[config.mk]
export PLATFORM = sky130hd
export DESIGN_NAME = debounce_pulse
export DESIGN_NICKNAME = d
export VERILOG_FILES = /design/src/rtl/debounce_pkg.sv /design/src/rtl/sync_2ff.sv /design/src/rtl/debounce_pulse.sv
export SDC_FILE = /design/constraint.sdc
export NUM_CORES = 1
export LEC_CHECK = 0
export ABC_AREA = 1
export BUFFER_PORTS_ARGS = -buffer_cell sky130_fd_sc_hd__buf_2
export CAP_MARGIN = 40
export CORE_AREA = 2 2 39 41
export CTS_CLUSTER_SIZE = 10
export DETAILED_ROUTE_END_ITERATION = 10
export DIE_AREA = 0 0 41 43
export PLACE_DENSITY = 0.61
export SYNTH_ARGS = -nofsm -noshare
export SYNTH_HDL_FRONTEND = slang
export SYNTH_SLANG_ARGS = --single-unit
[constraint.sdc]
create_clock -name clk -period 1.4 [get_ports clk]
set_input_delay 0.14 -clock clk [delete_from_list [all_inputs] [get_ports clk]]
set_output_delay 0.14 -clock clk [all_outputs]
set_load 0.01 [all_outputs]
[src/rtl/debounce_pkg.sv]
// Shared types and defaults for the push-button debouncer.
package debounce_pkg;

  typedef enum logic [1:0] {
    LOW       = 2'd0,
    WAIT_HIGH = 2'd1,
    HIGH      = 2'd2,
    WAIT_LOW  = 2'd3
  } debounce_state_t;

  localparam int DEBOUNCE_DEFAULT_STABLE = 16;

endpackage

[src/rtl/sync_2ff.sv]
// Two-flop synchronizer for a single asynchronous input; resets to 0.
module sync_2ff (
  input  logic clk,
  input  logic asyncResetN,
  input  logic d,
  output logic q
);

  logic sync1_q;
  logic sync2_q;

  always_ff @(posedge clk or negedge asyncResetN) begin
    if (!asyncResetN) begin
      sync1_q <= 1'b0;
      sync2_q <= 1'b0;
    end else begin
      sync1_q <= d;
      sync2_q <= sync1_q;
    end
  end

  assign q = sync2_q;

endmodule

[src/rtl/debounce_pulse.sv]
// Debounces a raw button into a registered level plus one-cycle press pulse.
// Optional one-cycle release pulse on btnFall when DEBOUNCE_FALL_PULSE_EN is defined.
module debounce_pulse
  import debounce_pkg::*;
#(
  parameter int STABLE_CYCLES = DEBOUNCE_DEFAULT_STABLE,
  parameter int CNT_W         = $clog2(STABLE_CYCLES + 1)
) (
  input  logic       clk,
  input  logic       asyncResetN,
  input  logic       btnIn,
  output logic       btnLevel,
  output logic       btnRise,
  output logic       busy,
  output logic [1:0] dbgState
`ifdef DEBOUNCE_FALL_PULSE_EN
  ,
  output logic       btnFall
`endif
);

  localparam logic [CNT_W-1:0] CNT_LAST = CNT_W'(STABLE_CYCLES - 1);

  logic             s_sync;
  debounce_state_t  state_q, state_d;
  logic [CNT_W-1:0] cnt_q, cnt_d;
  logic             level_q, level_d;
  logic             rise_q, rise_d;
`ifdef DEBOUNCE_FALL_PULSE_EN
  logic             fall_q, fall_d;
`endif

  sync_2ff u_sync (
    .clk         (clk),
    .asyncResetN (asyncResetN),
    .d           (btnIn),
    .q           (s_sync)
  );

  always_ff @(posedge clk or negedge asyncResetN) begin
    if (!asyncResetN) begin
      state_q <= LOW;
      cnt_q   <= '0;
      level_q <= 1'b0;
      rise_q  <= 1'b0;
`ifdef DEBOUNCE_FALL_PULSE_EN
      fall_q  <= 1'b0;
`endif
    end else begin
      state_q <= state_d;
      cnt_q   <= cnt_d;
      level_q <= level_d;
      rise_q  <= rise_d;
`ifdef DEBOUNCE_FALL_PULSE_EN
      fall_q  <= fall_d;
`endif
    end
  end

  // Pulses default low so they can only be high for the accepting cycle.
  always_comb begin
    state_d = state_q;
    cnt_d   = cnt_q;
    level_d = level_q;
    rise_d  = 1'b0;
`ifdef DEBOUNCE_FALL_PULSE_EN
    fall_d  = 1'b0;
`endif
    case (state_q)
      LOW: begin
        if (s_sync) begin
          state_d = WAIT_HIGH;
          cnt_d   = CNT_W'(1);
        end else begin
          cnt_d   = '0;
        end
      end
      WAIT_HIGH: begin
        if (!s_sync) begin
          state_d = LOW;
          cnt_d   = '0;
        end else if (cnt_q == CNT_LAST) begin
          state_d = HIGH;
          level_d = 1'b1;
          rise_d  = 1'b1;
          cnt_d   = '0;
        end else begin
          cnt_d   = cnt_q + CNT_W'(1);
        end
      end
      HIGH: begin
        if (!s_sync) begin
          state_d = WAIT_LOW;
          cnt_d   = CNT_W'(1);
        end else begin
          cnt_d   = '0;
        end
      end
      WAIT_LOW: begin
        if (s_sync) begin
          state_d = HIGH;
          cnt_d   = '0;
        end else if (cnt_q == CNT_LAST) begin
          state_d = LOW;
          level_d = 1'b0;
`ifdef DEBOUNCE_FALL_PULSE_EN
          fall_d  = 1'b1;
`endif
          cnt_d   = '0;
        end else begin
          cnt_d   = cnt_q + CNT_W'(1);
        end
      end
      default: begin
        state_d = LOW;
        cnt_d   = '0;
      end
    endcase
  end

  assign btnLevel = level_q;
  assign btnRise  = rise_q;
  assign busy     = (state_q == WAIT_HIGH) || (state_q == WAIT_LOW);
  assign dbgState = state_q;
`ifdef DEBOUNCE_FALL_PULSE_EN
  assign btnFall  = fall_q;
`endif

endmodule
==> key figures, run 1 <==
Run status
  – Result of the run: completed

Finish
  – Final Net Count: 64
  – Fill count: 139
  – Fraction of layout instances using a drive strength above 1: 0.271
  – Area taken by multi-input logic gates: around 150 um^2
  – Ant. Diodes: 0
  – Final std cells w/o fill: 75
  – Core utilization of the finished layout: 0.406
  – Post-Layout Inst Area: 562 um^2
  – Register cell area after layout: between 200 and 300 um^2
  – Relative area change from synthesis to final layout: 21.0%

Worst setup path
  – Top cell family by delay on the critical path: simple AND/OR/NAND/NOR gates
  – Buffers plus inverters on the worst setup path: 0
  – Crit Path Class: flop to flop
  – Type of destination of the critical path: flop
  – Required time at the worst-slack endpoint: 1.56 ns
  – Worst Setup Start Kind: flop
  – Critical Path Max Stage Delay: 0.37 ns
  – Standard cell with the maximum stage delay on the critical path: dfrtp_1
  – Cell chain of the critical path: ha_1 -> nand3_2 -> nor2_4 -> nand2_2 -> nand2_1 -> nor2_1
  – Register-to-Register Setup Slack: 0.26 ns
  – Worst Reg2Reg Path Length in Cells: 6
  – Data arrival time of the critical path: about 1.3 ns
  – Crit. Startpoint: cnt_q[0]
  – Launching point of the worst reg2reg path: cnt_q[0]
  – Reg-to-reg endpoint: cnt_q[0]
  – Largest driver fanout on the critical path: 4

STA
  – Setup-violating endpoint count in the final report: 0
  – Setup skew after layout: 0.00409 ns
  – RSZ-0062 raised after global routing: no
  – Tightest slew margin relative to the limit: 0.838
  – Number of hold violations in the final report: 0
  – Worst Tran Pin Value: 0.243 ns
  – Setup TNS after final layout: 0 ns
  – Fraction of the cycle the final worst path needs: 0.811
  – Maximum clock frequency: 0.880 GHz
  – Final critical path time including I/O delays and setup: roughly 1.1 ns
  – Slew Viols, Final: 0
  – Post-Route Hold Slack: 0.262 ns

Pwr
  – Worst vdd ir: about 0.00042 V
  – Power Dens Cells: 1030 mW/mm^2
  – Part of the power in registers: 0.574
  – Clk network pwr share: 0.369
  – Leakage power total: slightly above 0.0003 uW
  – Cell-internal power: 450 uW
  – Switching Power: roughly 130 uW
  – Net Sw Frac: 0.225
  – Portion of total power attributed to combinational logic: 0.057

Global routing
  – Number of global-route vias before repair: around 310
  – Maximum number of pins on one net before global-route repair: 12
  – Overall overflow remaining after global route: 0
  – Global-route usage over all layers: 0.111
  – Global-route wire length before repair: 1230 um
  – Antenna violations before repair: 0

Synth
  – Mean cell area of the mapped netlist: 9.88 um^2
  – Post-synthesis sequential area ratio: 0.593
  – Mapped Cells: 47
  – Count of state elements after synthesis: 11
  – Post-Syn Area: 464 um^2
  – Warning count from the yosys run: 0
  – Count of unique library cells instantiated by Yosys: 15
  – Net count of the mapped netlist: roughly 50

Floorplanning
  – Die area: 0.00176 mm^2
  – Initial core utilization: 0.335
  – Placeable core region: approximately 0.0014 mm^2
  – Die height: around 43 um
  – Top-level port count: 8
  – Die Width: 41 um
  – Standard-cell row count: 14

Route
  – Number of DRC markers after the initial detailed-route iteration: 2
  – DRC violation count after routing: 0
  – Antenna Violating Nets Remaining: 0
  – Via density per instance: ~4.3
  – Post-DR wirelength/cell: 9.88 um
  – Number of detailed-routing iterations run before antenna repair: 2
  – Vias: 324
  – Wire length after detailed routing: about 740 um

CTS
  – Clock transition at the register clock pins on the worst setup and hold paths after CTS: 0.07 ns
  – Post-CTS sizing: 0
  – Number of buffers inserted by hold repair at cts: 2
  – Setup bufs post-CTS: 0
  – Clock tree root buffer cell: clkbuf_4
  – Number of clock sinks: 11
  – H-tree depth: 1
  – Total CTS buffers: 3
  – Number of buffers between clock root and the deepest sink: 2
  – Clock tree from TritonCTS: built
  – Skew-Pair Late Insertion Delay: 0.27 ns

Place
  – Final weighted congestion of routability-driven global placement: roughly 0.7
  – I/O Buffers: 7
  – Placed insts: 69
  – Placed Instance Area: 515 um^2
  – Half-perimeter wire length of the detailed placement result: 548 um

Min path
  – Worst hold path class: input pin to async pin

Run
  – Maximum Capacitance Violations: 0
Yosys cell counts:
cell type	n	area [um^2]
dfrtp_1	11	275
inv_1	9	33.8
nand2_1	9	33.8
nor2_1	4	15.0
nand3_1	3	15.0
nand2_2	2	12.5
clkbuf_1	1	3.75
ha_1	1	12.5
nand3_2	1	10.0
nand4_1	1	6.26
nor2_4	1	11.3
nor3_1	1	5.00
nor3b_2	1	12.5
o21ai_2	1	8.76
xor2_1	1	8.76
cells in the final DEF, fill, tap and decap left out, types with 2 or more instances in the layout:
cell / instances
buf_2: 7
nand2_1: 9
nor2_1: 4
inv_1: 9
clkbuf_4: 3
nand2_2: 2
nand3_1: 3
dfrtp_1: 11
dlygate4sd3_1: 2
flip-flops by register name, summed over array words and instances (netlist names), named ones only:
| signal | count |
|---|---|
| u_sync.q | 1 |
| btnLevel | 1 |
| cnt_q | 5 |
| btnRise | 1 |
| u_sync.sync1_q | 1 |
| dbgState | 1 |
layer usage:
layer / global-route usage / up-vias / wire length [um]
li1: - / 167 / -
met1: 0.126 / 145 / 358
met2: 0.156 / 10 / 340
met3: 0.0314 / 2 / 26
met4: 0.100 / 0 / 14
met5: 0 / - / 0
per-stage QoR:
| stage | power, uW | setup WS (ns) |
|---|---|---|
| after floorplan | 355 | 0.347 |
| after CTS | 594 | 0.250 |
| after detailed placement | 369 | 0.261 |
| final | 580 | 0.264 |
| after global placement | 369 | 0.299 |
| after global routing | 624 | 0.159 |
worst max-delay path by stage:
| stage | end | slack [ns] | cells past startpoint |
|---|---|---|---|
| after CTS | cnt_q[0] | 0.25 | 6 |
| after global placement | cnt_q[0] | 0.30 | 6 |
| final | cnt_q[0] | 0.26 | 6 |
| after floorplan | flop | 0.35 | 6 |
| after detailed placement | cnt_q[0] | 0.26 | 6 |
| after global routing | cnt_q[0] | 0.16 | 6 |
power groups by stage:
stage	combinational, uW	clock (uW)	sequential (uW)
2_1_floorplan	16.1	0	339
3_3_place_gp	29.5	0	339
3_5_place_dp	30.1	0	339
4_1_cts	34.4	227	333
5_1_grt	39.5	250	334
6_report	33.0	214	333
area by class of cell:
type / instances / share of cell area
timing repair buffer: 9 / 0.0980
tap: 16 / 0.0356
sequential: 11 / 0.490
clock buffer: 4 / 0.0468
inverter: 9 / 0.0601
multi-input combinational: 26 / 0.269
cell families (layout without fill, tap and decap cells):
group,Yosys count,count (layout),synth area share
adder cells (fa/ha/maj),1,1,0.0269
AND/OR/NAND/NOR,23,23,0.261
XOR/XNOR,1,1,0.0189
buffers and inverters,10,22,0.0808
flip-flops,11,11,0.593
AO/OA/AOI/OAI,1,1,0.0189
No activity file was read; power rests on OpenSTA's default activity.
==> run 2, diff against run 1 <==
Clock period 1.4 ns to 1.2 ns, I/O delays scaled along.
==> run 2 against run 1 <==
  * Count of clock-buffer cells in the layout stayed put
  * Fmax is 0.50% higher
  * Largest power group unchanged
  * Sequential power is 17% higher
  * Critical path type unchanged
  * Non-clock buffer count stayed put
  * Register-to-register slack worse by 0.19 ns
==> key figures, run 2 (synthesis results as in run 1) <==
Route
  – Wire length after detailed routing: 744 um (+0.40%)
  – Via density per instance: 4.41 (+2.2%)
  – Vias: 331 (+2.2%)
  – Post-DR wirelength/cell: 9.92 um (+0.40%)
  – Antenna Violating Nets Remaining: 0 (unchanged)
  – Number of DRC markers after the initial detailed-route iteration: 3 (+1)
  – Number of detailed-routing iterations run before antenna repair: 4 (+2)
  – DRC violation count after routing: 0 (unchanged)

CTS
  – Clock tree root buffer cell: clkbuf_4
  – Clock transition at the register clock pins on the worst setup and hold paths after CTS: 0.07 ns (about the same)
  – Skew-Pair Late Insertion Delay: 0.26 ns (about the same)
  – Total CTS buffers: 3 (unchanged)
  – Number of clock sinks: 11 (unchanged)
  – Number of buffers between clock root and the deepest sink: 2 (unchanged)
  – H-tree depth: 1 (unchanged)
  – Clock tree from TritonCTS: built

Finish
  – Relative area change from synthesis to final layout: 25.9%
  – Fraction of layout instances using a drive strength above 1: 0.305 (+0.0339)
  – Ant. Diodes: 0 (unchanged)
  – Most common cell after layout, fill and taps aside: dfrtp_1
  – Register cell area after layout: 275 um^2 (unchanged)
  – Fill count: 142 (+2.2%)
  – Number of flip-flops under the largest register name: 5 (unchanged)
  – Final Net Count: 64 (unchanged)
  – Area taken by multi-input logic gates: 174 um^2 (+15%)
  – Register containing the most flip-flops in the final layout: cnt_q
  – Highest-count cells in the layout ignoring fill and taps: dfrtp_1 (11), inv_1 (9), nand2_1 (8)

STA
  – Number of hold violations in the final report: 0 (unchanged)
  – Setup TNS after final layout: 0 ns (unchanged)
  – Tightest slew margin relative to the limit: 0.835 (-0.00350)
  – Worst Tran Pin Value: 0.248 ns (+0.00524 ns)
  – RSZ-0062 raised after global routing: no
  – Setup-violating endpoint count in the final report: 0 (unchanged)
  – Post-Route Hold Slack: 0.249 ns (-0.0136 ns)
  – Setup skew after layout: 0.00339 ns (-0.000693 ns)
  – Fraction of the cycle the final worst path needs: 0.942 (+0.131)
  – Slew Viols, Final: 0 (unchanged)
  – Final critical path time including I/O delays and setup: 1.13 ns (-0.00569 ns)
  – Maximum clock frequency: 0.885 GHz (+0.50%)

Global routing
  – Global-route wire length before repair: 1150 um (-6.2%)
  – Antenna violations before repair: 0 (unchanged)
  – Number of global-route vias before repair: 309 (-0.96%)
  – Global-route usage over all layers: 0.107 (-0.00384)
  – Overall overflow remaining after global route: 0 (unchanged)
  – Maximum number of pins on one net before global-route repair: 12 (unchanged)

Floorplanning
  – Standard-cell row count: 14 (unchanged)
  – Top-level port count: 8 (unchanged)
  – Die area: 0.00176 mm^2 (unchanged)
  – Die height: 43 um (unchanged)
  – Die Width: 41 um (unchanged)
  – Placeable core region: 0.00138 mm^2 (unchanged)
  – Initial core utilization: 0.335 (unchanged)

Worst setup path
  – Worst Setup Start Kind: flop
  – Launching point of the worst reg2reg path: cnt_q[0]
  – Type of destination of the critical path: flop
  – Cell chain of the critical path: ha_4 -> nand3_4 -> nor2_4 -> nand2_2 -> nand2_1 -> o21ai_2
  – Standard cell with the maximum stage delay on the critical path: dfrtp_1
  – Critical Path Max Stage Delay: 0.41 ns (+0.04 ns)
  – Crit Path Class: flop to flop
  – Worst Reg2Reg Path Length in Cells: 6 (unchanged)
  – Crit. Startpoint: cnt_q[0]
  – Required time at the worst-slack endpoint: 1.35 ns (-0.21 ns)
  – Data arrival time of the critical path: 1.28 ns (-0.02 ns)
  – Register-to-Register Setup Slack: 0.07 ns (-0.19 ns)
  – Largest driver fanout on the critical path: 4 (unchanged)

Run
  – Maximum Capacitance Violations: 0 (unchanged)

Pwr
  – Leakage power total: 0.000301 uW (-0.89%)
  – Power Dens Cells: 1160 mW/mm^2 (+12%)
  – Worst vdd ir: 0.000385 V (-8.0%)
  – Overall power of the completed layout: 677 uW (+17%)

Min path
  – Worst hold path class: input pin to async pin

Run status
  – Result of the run: completed

Place
  – I/O Buffers: 7 (unchanged)
  – Final weighted congestion of routability-driven global placement: 0.727 (+0.80%)
  – Half-perimeter wire length of the detailed placement result: 551 um (+0.53%)
==> run 2: cell counts in the layout (fill, tap and decap cells not counted) <==
No cell type changed its count.
==> run 2: cell type report <==
class / instances / share of cell area
clock buffers: 4 / 0.0450
inverters: 9 / 0.0578
multi-input cells: 26 / 0.298
flip-flops and latches: 11 / 0.471
well taps: 16 / 0.0343
repair buffers: 9 / 0.0942
==> run 2: through the flow <==
| step | instance area [um^2] | setup slack, ns | std cells | utilization |
|---|---|---|---|---|
| after floorplan | 464 | 0.147 | 47 | - |
| after global placement | 515 | 0.0696 | 69 | 0.373 |
| after detailed placement | 515 | 0.0474 | 69 | 0.373 |
| after CTS | 562 | 0.0325 | 75 | 0.406 |
| after global routing | 584 | 0.00522 | 75 | 0.422 |
| final | 584 | 0.0696 | 75 | 0.422 |
==> run 2: worst min path at each step <==
stage / start / to / slack [ns]
2_1_floorplan: asyncResetN / async pin / -0.18
3_3_place_gp: asyncResetN / cnt_q[4] / -0.001
3_5_place_dp: asyncResetN / cnt_q[2] / 0.004
4_1_cts: asyncResetN / cnt_q[2] / 0.25
5_1_grt: asyncResetN / cnt_q[2] / 0.28
6_report: asyncResetN / cnt_q[2] / 0.25
==> run 2: power by group <==
| part | internal [uW] | switching, uW | total, uW |
|---|---|---|---|
| Sequential | 380 | 10.8 | 391 |
| Combinational | 18.3 | 23.1 | 41.4 |
| Clock | 128 | 116 | 244 |
| Total | 527 | 150 | 677 |
==> run 2: critical path: cells and delay by family, from the launching register on <==
family	cells	cell delay, ns
AND/OR/NAND/NOR	4	0.39
AO/OA/AOI/OAI	1	0.05
adder cells (fa/ha/maj)	1	0.17
flip-flops	1	0.41
==> run 2: metal layers <==
| metal | GRT usage | wire (um) | up-vias |
|---|---|---|---|
| met5 | 0 | 0 | - |
| met4 | 0.120 | 19 | 0 |
| met3 | 0.0314 | 49 | 2 |
| met2 | 0.150 | 365 | 10 |
| met1 | 0.110 | 309 | 152 |
| li1 | - | - | 167 |
==> run 2: repair_timing <==
| item | 4_1_cts | 5_1_grt |
|---|---|---|
| resized for setup | 0 | 4 |
| hold endpoints to repair | 12 | 0 |
| setup buffers | 0 | 0 |
| endpoints found under the setup margin | 0 | 6 |
| hold buffers | 2 | 0 |
